## config.mk

```make
export PLATFORM = sky130hd
export DESIGN_NAME = mmio_ports
export DESIGN_NICKNAME = d
export VERILOG_FILES = /design/src/rtl/mmio_pkg.sv /design/src/rtl/mmio_chan_detect.sv /design/src/rtl/mmio_ports.sv
export SDC_FILE = /design/constraint.sdc
export NUM_CORES = 1
export LEC_CHECK = 0
export CAP_MARGIN = 0
export CORE_MARGIN = 4
export CORE_UTILIZATION = 53
export DETAILED_ROUTE_END_ITERATION = 8
export GPL_TIMING_DRIVEN = 1
export MAX_ROUTING_LAYER = met4
export PLACE_DENSITY = 0.8
export SLEW_MARGIN = 40
export SYNTH_ARGS = -nofsm -noshare
export SYNTH_HDL_FRONTEND = slang
export SYNTH_SLANG_ARGS = --single-unit
```

## constraint.sdc

```tcl
create_clock -name clock -period 6.3 [get_ports clock]
set_input_delay 1.26 -clock clock [delete_from_list [all_inputs] [get_ports clock]]
set_output_delay 1.26 -clock clock [all_outputs]
set_load 0.01 [all_outputs]
```

## src/rtl/mmio_pkg.sv

```systemverilog
// Shared register-map helpers for the memory-mapped I/O port block.
// Offsets are relative to the window base and are derived from the channel count.
package mmio_pkg;

  // STATUS, MASK and ACK follow the OUT and IN register groups.
  localparam int N_CTRL_REGS = 3;

  function automatic int win_size(input int nch);
    return 2 * nch + N_CTRL_REGS;
  endfunction

  function automatic int off_in(input int nch);
    return nch;
  endfunction

  function automatic int off_status(input int nch);
    return 2 * nch;
  endfunction

  function automatic int off_mask(input int nch);
    return 2 * nch + 1;
  endfunction

  function automatic int off_ack(input int nch);
    return 2 * nch + 2;
  endfunction

  function automatic int default_io_base(input int aw, input int nch);
    return (2 ** aw) - win_size(nch);
  endfunction

endpackage

```

## src/rtl/mmio_chan_detect.sv

```systemverilog
// One input channel: two-flop synchronizer, previous-value register and
// sticky pending/overrun flags raised on a change of the synchronized value.
module mmio_chan_detect #(
  parameter int NBITS = 8
) (
  input  logic             clock,
  input  logic             reset,
  input  logic [NBITS-1:0] din,
  input  logic             detect_en,
  input  logic             ack,
  output logic [NBITS-1:0] sync_val,
  output logic             pending,
  output logic             overrun
);

  logic [NBITS-1:0] sync1_q;
  logic [NBITS-1:0] sync2_q;
  logic [NBITS-1:0] prev_q;
  logic             change;

  assign change   = detect_en && (sync2_q != prev_q);
  assign sync_val = sync2_q;

  always_ff @(posedge clock or posedge reset) begin
    if (reset) begin
      sync1_q <= '0;
      sync2_q <= '0;
      prev_q  <= '0;
      pending <= 1'b0;
      overrun <= 1'b0;
    end else begin
      sync1_q <= din;
      sync2_q <= sync1_q;
      prev_q  <= sync2_q;
      // A new event beats a simultaneous acknowledge; overrun is left alone then.
      if (change) begin
        pending <= 1'b1;
        if (!ack) overrun <= overrun | pending;
      end else if (ack) begin
        pending <= 1'b0;
        overrun <= 1'b0;
      end
    end
  end

endmodule

```

## src/rtl/mmio_ports.sv

```systemverilog
// Memory-mapped output/input port block with change-detect interrupt.
// Address decode, register file, read mux and interrupt live here.
module mmio_ports
  import mmio_pkg::*;
#(
  parameter int NBITS   = 8,
  parameter int NCH     = 4,
  parameter int AW      = NBITS - 2,
  parameter int IO_BASE = default_io_base(AW, NCH)
) (
  input  logic                       clock,
  input  logic                       reset,
  input  logic [AW-1:0]              address,
  input  logic [NBITS-1:0]           wdata,
  input  logic                       wren,
  output logic                       io_sel,
  output logic [NBITS-1:0]           rdata,
  input  logic [NCH-1:0][NBITS-1:0]  entrada,
  output logic [NCH-1:0][NBITS-1:0]  saida,
  output logic                       interrupt
);

  localparam int          WIN        = win_size(NCH);
  localparam logic [AW:0] BASE_X     = (AW+1)'(IO_BASE);
  localparam logic [AW:0] END_X      = (AW+1)'(IO_BASE + WIN);
  localparam logic [AW:0] OFF_IN     = (AW+1)'(off_in(NCH));
  localparam logic [AW:0] OFF_STATUS = (AW+1)'(off_status(NCH));
  localparam logic [AW:0] OFF_MASK   = (AW+1)'(off_mask(NCH));
  localparam logic [AW:0] OFF_ACK    = (AW+1)'(off_ack(NCH));

  logic [AW:0]                 addr_x;
  logic [AW:0]                 off;
  logic                        hit;
  logic                        wr;
  logic [NCH-1:0][NBITS-1:0]   out_q;
  logic [NCH-1:0]              mask_q;
  logic [1:0]                  warm_q;
  logic                        detect_en;
  logic [NCH-1:0][NBITS-1:0]   in_sync;
  logic [NCH-1:0]              pending;
  logic [NCH-1:0]              overrun;
  logic [NCH-1:0]              ack_clr;
  logic [NBITS-1:0]            rd_next;

  // One extra address bit so the window end may equal 2**AW.
  assign addr_x = {1'b0, address};
  assign hit    = (addr_x >= BASE_X) && (addr_x < END_X);
  assign off    = addr_x - BASE_X;
  assign wr     = wren && hit;

  assign detect_en = (warm_q == 2'd3);
  assign ack_clr   = (wr && (off == OFF_ACK)) ? wdata[NCH-1:0] : '0;
  assign saida     = out_q;

  always_ff @(posedge clock or posedge reset) begin
    if (reset) begin
      out_q  <= '0;
      mask_q <= '0;
      warm_q <= 2'd0;
    end else begin
      if (warm_q != 2'd3) warm_q <= warm_q + 2'd1;
      for (int ch = 0; ch < NCH; ch++) begin
        if (wr && (off == (AW+1)'(ch))) out_q[ch] <= wdata;
      end
      if (wr && (off == OFF_MASK)) mask_q <= wdata[NCH-1:0];
    end
  end

  for (genvar g = 0; g < NCH; g++) begin : g_chan
    mmio_chan_detect #(.NBITS(NBITS)) u_chan (
      .clock     (clock),
      .reset     (reset),
      .din       (entrada[g]),
      .detect_en (detect_en),
      .ack       (ack_clr[g]),
      .sync_val  (in_sync[g]),
      .pending   (pending[g]),
      .overrun   (overrun[g])
    );
  end

  always_comb begin
    rd_next = '0;
    for (int ch = 0; ch < NCH; ch++) begin
      if (off == (AW+1)'(ch))            rd_next = out_q[ch];
      if (off == OFF_IN + (AW+1)'(ch))   rd_next = in_sync[ch];
    end
    if (off == OFF_STATUS) begin
      rd_next[NCH-1:0]     = pending;
      rd_next[2*NCH-1:NCH] = overrun;
    end
    if (off == OFF_MASK) rd_next[NCH-1:0] = mask_q;
    if (!hit) rd_next = '0;
  end

  always_ff @(posedge clock or posedge reset) begin
    if (reset) begin
      io_sel    <= 1'b0;
      rdata     <= '0;
      interrupt <= 1'b0;
    end else begin
      io_sel    <= hit;
      rdata     <= rd_next;
      interrupt <= |(pending & mask_q);
    end
  end

endmodule
```

==> impl_metrics.env <==
export IMPL_die_h_um=112
export IMPL_wirelength_mm=13.4
export IMPL_p_switching_uw=544
export IMPL_layout_min_cycle_time_ns=3.30
export IMPL_yosysTopAreaCellShare_pct=66.8
export IMPL_seq_area_um2=3800
export IMPL_synthesis_nets=453
export IMPL_ant_nets=0
export IMPL_cts_buffer_depth=2
export IMPL_cts_tree="yes"
export IMPL_crit_path_end_kind="register"
export IMPL_synth_seq_cells=152
export IMPL_p_int_uw=1790
export IMPL_setup_viol=0
export IMPL_multi_input_area_um2=1810
export IMPL_critical_path_arrival_ns=3.76
export IMPL_clock_latency_ns=0.53
export IMPL_p_comb_share_pct=9.4
export IMPL_avgSynthCellArea_um2=14.3
export IMPL_async_flop_share_pct=100
export IMPL_slew_headroom_pct=49.6
export IMPL_fmax_mhz=303
export IMPL_place_hpwl_mm=9.62
export IMPL_drive_gt1_share_pct=16.6
export IMPL_clockPowerShare_pct=43.6
export IMPL_synthFlopType="dfrtp_1"
export IMPL_grt_pass1_vias=3885
export IMPL_post_cts_buffers=0
export IMPL_diodes=0
export IMPL_vias=3628
export IMPL_wl_per_cell_um=20.8
export IMPL_core_rowCount=37
export IMPL_grt_max_degree=106
export IMPL_filler_cell_count=741
export IMPL_timing_final_crit_share_pct=52.4
export IMPL_cp_start_kind="primary input"
export IMPL_dieArea_um2=12500
export IMPL_drcViolationCount=0
export IMPL_ctsResizeCount=0
export IMPL_path_clk_slew_ns=0.06
export IMPL_clkSinkCount=152
export IMPL_hold_viol_final=0
export IMPL_root_buffer="clkbuf_8"
export IMPL_syn_inst=399
export IMPL_synthDistinctLibCells=52
export IMPL_seq_power_share_pct=47.0
export IMPL_tightest_slew_ns=0.752
export IMPL_io_pins=91
export IMPL_drt_pass1_iterations=4
export IMPL_final_nets=553
export IMPL_viasPerCell=5.61
export IMPL_drt_initial_drc_count=247
export IMPL_critical_path_max_fanout=13
export IMPL_grt_overflow=0
export IMPL_power_density_nw_per_um2=319
export IMPL_max_cap_violations=0
export IMPL_finalPower_uw=2330
export IMPL_holdBufCountCts=0
export IMPL_setup_tns_ns=0
export IMPL_ys_top_cells_by_area="dfrtp_1 67%, mux2_2 7.1%, xnor2_1 5.1%"
export IMPL_maxSlewViolCount=0
export IMPL_hold_path_class="reg -> reg"
export IMPL_skew_ns=0.00510
export IMPL_ir_drop_uv=275
export IMPL_antenna_found_initial=0
export IMPL_yosysSeqAreaShare_pct=66.8
export IMPL_htreeDepth=4
export IMPL_cts_made_buffers=17
export IMPL_placement_io_buffers=90
export IMPL_synth_edf_count=0
export IMPL_gp_congestion=0.957
export IMPL_grt_pass1_wl_mm=21.7
export IMPL_grt_use_total_pct=24.0
export IMPL_p_leak_uw=0.00305
export IMPL_switching_share_pct=23.3
export IMPL_synth_warnings=0
export IMPL_area_growth_pct=28.3
export IMPL_syn_area_um2=5700
export IMPL_yosys_area_top_type="dfrtp_1"
export IMPL_grt_setup_unrepaired="false"
export IMPL_core_area_um2=10400
export IMPL_initial_core_util_pct=54.7
export IMPL_worstSetupPathType="in -> reg"
export IMPL_run_status="completed"
export IMPL_chipWidth_um=112
export IMPL_required_ns=6.75
[layer usage]
metal	vias up	global-route usage, %	wire length [µm]
li1	1647	-	-
met1	1845	30.0	5780
met2	113	37.0	6700
met3	23	6.36	705
met4	0	10.6	263
met5	-	-	0
[worst max-delay path: stages]
cell and delay [ns]:
clkdlybuf4s50_1 0.65, nand3b_2 0.43, nor3_2 0.67, a221oi_1 0.21
or4_1 0.43, o21ai_1 0.09
[flip-flops by register name, summed over array words and instances, names as in the netlist]
register,cells
io_sel,1
g_chan.u_chan.sync1_q,32
g_chan.u_chan.overrun,4
warm_q,2
saida,32
rdata,8
mask_q,4
g_chan.u_chan.prev_q,32
interrupt,1
g_chan.u_chan.pending,4
g_chan.u_chan.sync_val,32
[power by group through the flow]
stage,Clock (µW),Sequential (µW),Combinational (µW)
floorplan,0,1110,89.6
global placement,0,1110,215
detailed placement,0,1110,221
CTS,1030,1100,223
global route,1090,1100,236
finish,1020,1100,220
[placed cells by master (no fill, tap or decap), drive strengths merged, types with 2 or more instances in the layout]
cell type      synthesis  layout
xnor2                 33      33
a22oi                 10      10
ha                     5       5
and3b                  3       3
nand4                  8       8
a221oi                 7       7
and3                  11      11
clkinvlp               0       3
nand2                 20      20
mux2                  37      37
nor2                  14      14
nand3                  6       6
bufinv                 0       3
o211ai                 3       3
a21oi                 15      15
nor3                   7       7
or3                    2       2
inv                    2       6
clkdlybuf4s50          0      90
o22ai                  4       4
clkbuf                 1      19
nand3b                12      12
dfrtp                152     152
a211oi                 3       3
o21ai                 19      19
clkinv                 0       2
[area by class of cell]
| type | count | share of cell area, % |
|---|---|---|
| well taps | 136 | 2.33 |
| repair buffers | 91 | 12.4 |
| inverters | 2 | 0.205 |
| multi-input cells | 235 | 24.8 |
| clock buffers | 19 | 5.91 |
| flip-flops and latches | 152 | 52.0 |
| clock inverters | 12 | 2.29 |
[Yosys cell counts (all sizes together), types with 4 or more instances]
| library cell | n |
|---|---|
| dfrtp | 152 |
| mux2 | 37 |
| xnor2 | 33 |
| nand2 | 20 |
| o21ai | 19 |
| a21oi | 15 |
| nor2 | 14 |
| nand3b | 12 |
| and3 | 11 |
| a22oi | 10 |
| buf | 9 |
| nand4 | 8 |
| a221oi | 7 |
| nor3 | 7 |
| nand3 | 6 |
| ha | 5 |
| o22ai | 4 |
[final timing paths]
kind,slack [ns],start,to,depth (start not counted)
setup / recovery,3.00,address[2],rdata[3],6
hold / removal,0.35,g_chan[2].u_chan.sync1_q[2],g_chan[2].u_chan.sync_val[2],0
setup reg to reg,4.32,g_chan[1].u_chan.sync_val[0],g_chan[1].u_chan.overrun,6
hold reg to reg,0.35,g_chan[2].u_chan.sync1_q[2],g_chan[2].u_chan.sync_val[2],0
max in group asynchronous,4.00,reset,g_chan[1].u_chan.pending,3
min in group asynchronous,1.25,reset,g_chan[2].u_chan.sync1_q[7],2
[cell families after synthesis]
family / Yosys count / share of synthesized area, %
AOI/OAI and AO/OA: 71 / 8.34
DFF: 152 / 66.8
adders and majority gates: 5 / 1.10
xor gates and xnor gates: 33 / 5.07
muxes: 38 / 7.49
buffers and inverters: 12 / 1.45
and+or+nand+nor: 88 / 9.79
[stage by stage]
stage	area [µm²]	util, %	worst slack, ns	cells	hold slack, ns
after floorplan	5700	-	0.947	399	0.331
after global placement	6710	64.4	2.63	616	0.332
after detailed placement	6710	64.4	2.50	616	0.335
after CTS	7310	70.2	3.07	647	0.349
after global routing	7310	70.2	2.86	647	0.352
final	7310	70.2	3.00	647	0.347
No activity file was read; power rests on OpenSTA's default activity.
==> RTL change (same flow settings) <==
Reset style: synchronous (`reset`), changed in 3 clocked blocks.
--- a/src/rtl/mmio_chan_detect.sv
+++ b/src/rtl/mmio_chan_detect.sv
@@ -22,5 +22,5 @@
   assign sync_val = sync2_q;
 
-  always_ff @(posedge clock or posedge reset) begin
+  always_ff @(posedge clock) begin
     if (reset) begin
       sync1_q <= '0;
--- a/src/rtl/mmio_ports.sv
+++ b/src/rtl/mmio_ports.sv
@@ -53,5 +53,5 @@
   assign saida     = out_q;
 
-  always_ff @(posedge clock or posedge reset) begin
+  always_ff @(posedge clock) begin
     if (reset) begin
       out_q  <= '0;
@@ -94,5 +94,5 @@
   end
 
-  always_ff @(posedge clock or posedge reset) begin
+  always_ff @(posedge clock) begin
     if (reset) begin
       io_sel    <= 1'b0;
Formal check against the unedited RTL: differs if reset is asserted again (counterexample within 4 cycles, from zero or initial values and one cycle with reset high); with reset held inactive, the same outputs for 10 cycles.
==> RTL change against the original RTL <==
- sequential cell count did not move
- synthesized cell count rose by 44%
- area after synthesis fell by 0.48%
- total power fell by 6.5%
- design area fell by 1.1%
- register-to-register slack improved by 0.25 ns
- routed wire length rose by 3.7%
- highest routed layer unchanged
- sequential power fell by 8%
- via count rose by 19%
- clock skew rose by 0.0027 ns
- final cell count rose by 24%
- critical endpoint is now saida[25]
- worst setup slack got worse by 0.17 ns
==> RTL change: results (changes against the original RTL) <==
| Metric | Value |
|---|---|
| Largest stage delay, worst path | `0.76 ns (was 0.67 ns)` |
| Peak VDD IR | `0.0002271 V (was 0.0002748 V)` |
| Post-synthesis compound-gate area fraction | `0.1037 (was 0.08344)` |
| Diodes inserted | `0 (unchanged)` |
| Routed wl met3 | `936 um (was 705 um)` |
| Worst EP arrival | `3.91 ns (was 3.76 ns)` |
| Delay-heaviest family, CP | `simple AND/OR/NAND/NOR gates (unchanged)` |
| CP max-delay cell | `clkdlybuf4s50_1 (was nor3_2)` |
| Port-buffer cells | `90 (unchanged)` |
| Final Wtd Congestion | `0.9395 (was 0.9569)` |
| Post-synthesis mux area share | `0.03883 (was 0.07488)` |
| Most frequent cells after synthesis | `dfxtp_1 (152), nor2b_1 (100), nor2_1 (42) (was dfrtp_1 (152), mux2_2 (36), xnor2_1 (33))` |
| Top_reg_cell synth | `dfxtp_1 (was dfrtp_1)` |
| Filler cells | `798 (was 741)` |
| Postcts setup bufs | `0 (unchanged)` |
| Worst-path clk slew | `0.07 ns` |
| Critical-path maximum fanout | `19 (was 13)` |
| Global-route wire length before repair | `22.53 mm (was 21.70 mm)` |
| Clock tree buffer depth | `2 (unchanged)` |
| CTS H-tree lvls | `4 (unchanged)` |
| Status | `complete, no violations (unchanged)` |
| Register area share after synthesis | `0.5366 (was 0.6675)` |
| Post-synthesis xor/xnor area fraction | `0.05252 (was 0.05072)` |
| NumNets Final | `705 (was 553)` |
| WL met1 | `6.037 mm (was 5.777 mm)` |
| Vias in the first global route | `4,194 (was 3,885)` |
| Post-synth ARST share | `0 (was 1.000)` |
| Worst clock skew | `0.007823 ns (was 0.005101 ns)` |
| CTS Buf Count | `17 (unchanged)` |
| First-pass detailed-route iteration total | `5 (was 4)` |
| Initial antenna violation count | `0 (unchanged)` |
| Slew Limit Fails | `0 (unchanged)` |
| Post-Synth Adder-Cell Area | `0.01103 (was 0.01098)` |
| WL per Instance | `17.42 um (was 20.79 um)` |
| Tightest Hold Check Type | `register to register (unchanged)` |
| Max Used Layer | `met4 (unchanged)` |
| Static leakage | `2.540 nW (was 3.052 nW)` |
| DP HPWL | `10.18 mm (was 9.615 mm)` |
| Yosys top cell area share | `0.5366 (was 0.6675)` |
| Metal2 WL | `6.540 mm (was 6.702 mm)` |
| Largest cells by area after synthesis | `dfxtp_1 (54%), nor2b_1 (11%), xnor2_1 (4.9%) (was dfrtp_1 (67%), mux2_2 (7.1%), xnor2_1 (5.1%))` |
| DRT iter0 DRCs | `286 (was 247)` |
| All-Layer GR Usage | `0.2394 (was 0.2399)` |
| Relative slew slack | `0.5388 (was 0.4957)` |
| Root Driver | `clkbuf_8 (unchanged)` |
| Synthesized Nets | `628 (was 453)` |
| Number of synthesis warnings | `0 (unchanged)` |
| Share of cells above drive strength 1 | `0.06627 (was 0.1663)` |
| Unique cell type count in the Yosys netlist | `48 (was 52)` |
| Vias | `4,330 (was 3,628)` |
| Post_cts resized | `0 (unchanged)` |
| Worst-skew pair later-pin latency | `0.52 ns` |
| Largest net degree at the start of global routing | `76 (was 106)` |
-- RTL change: cell types whose count changed after synthesis, sizes merged, moves of 6 or more --
cell	unedited run	this run
dfrtp	152	0
dfxtp	0	152
nor2b	0	100
mux2	37	0
nor2	14	42
mux2i	1	22
nand2	20	40
clkbuf	1	19
nand3b	12	0
a21oi	15	25
nand3	6	15
and3	11	4
a221oi	7	1
a22oi	10	4
-- RTL change: per-layer routing --
metal  GRT usage  vias up
met4      0.1111        0
met1      0.2956     2007
met2      0.3752      174
li1            -     2119
met5           -        -
met3     0.05272       30
-- RTL change: per-stage QoR --
| stage | setup slack (ns) | utilization | hold WS [ns] | instances | area [um2] |
|---|---|---|---|---|---|
| 3_3_place_gp | 2.237 | 0.6361 | 0.4178 | 768 | 6596 |
| 2_1_floorplan | 3.546 | - | 0.4138 | 574 | 5670 |
| 5_1_grt | 2.478 | 0.6969 | 0.4552 | 800 | 7227 |
| 6_report | 2.828 | 0.6969 | 0.4325 | 800 | 7227 |
| 4_1_cts | 2.673 | 0.6961 | 0.4346 | 800 | 7218 |
| 3_5_place_dp | 2.142 | 0.6361 | 0.4204 | 768 | 6596 |
-- RTL change: path summary, 6_finish.rpt --
path / cells past startpoint / end / slack [ns] / from
setup / recovery: 6 / saida[25] / 2.83 / address[5]
hold / removal: 1 / g_chan[3].u_chan.sync_val[7] / 0.43 / g_chan[3].u_chan.sync1_q[7]
setup reg to reg: 6 / g_chan[0].u_chan.overrun / 4.57 / g_chan[0].u_chan.sync_val[0]
hold reg to reg: 1 / g_chan[3].u_chan.sync_val[7] / 0.43 / g_chan[3].u_chan.sync1_q[7]
-- RTL change: logic make-up after synthesis --
group | after synthesis
DFF | 152
adders and majority gates | 5
and+or+nand+nor | 239
buffers and inverters | 34
xor gates and xnor gates | 34
AOI/OAI and AO/OA | 88
muxes | 22
-- RTL change: final cells by class --
class | instances | area share
multi-input cells | 388 | 0.3435
repair buffers | 91 | 0.1253
well taps | 136 | 0.02355
clock inverters | 13 | 0.02493
flip-flops and latches | 152 | 0.4211
inverters | 1 | 0.0005194
clock buffers | 19 | 0.06112
-- RTL change: power by group --
| group | switching [mW] | total [mW] | internal, mW |
|---|---|---|---|
| logic | 0.0644 | 0.132 | 0.0672 |
| clock network | 0.406 | 1.04 | 0.636 |
| registers | 0.0165 | 1.01 | 0.990 |
| total | 0.487 | 2.18 | 1.69 |
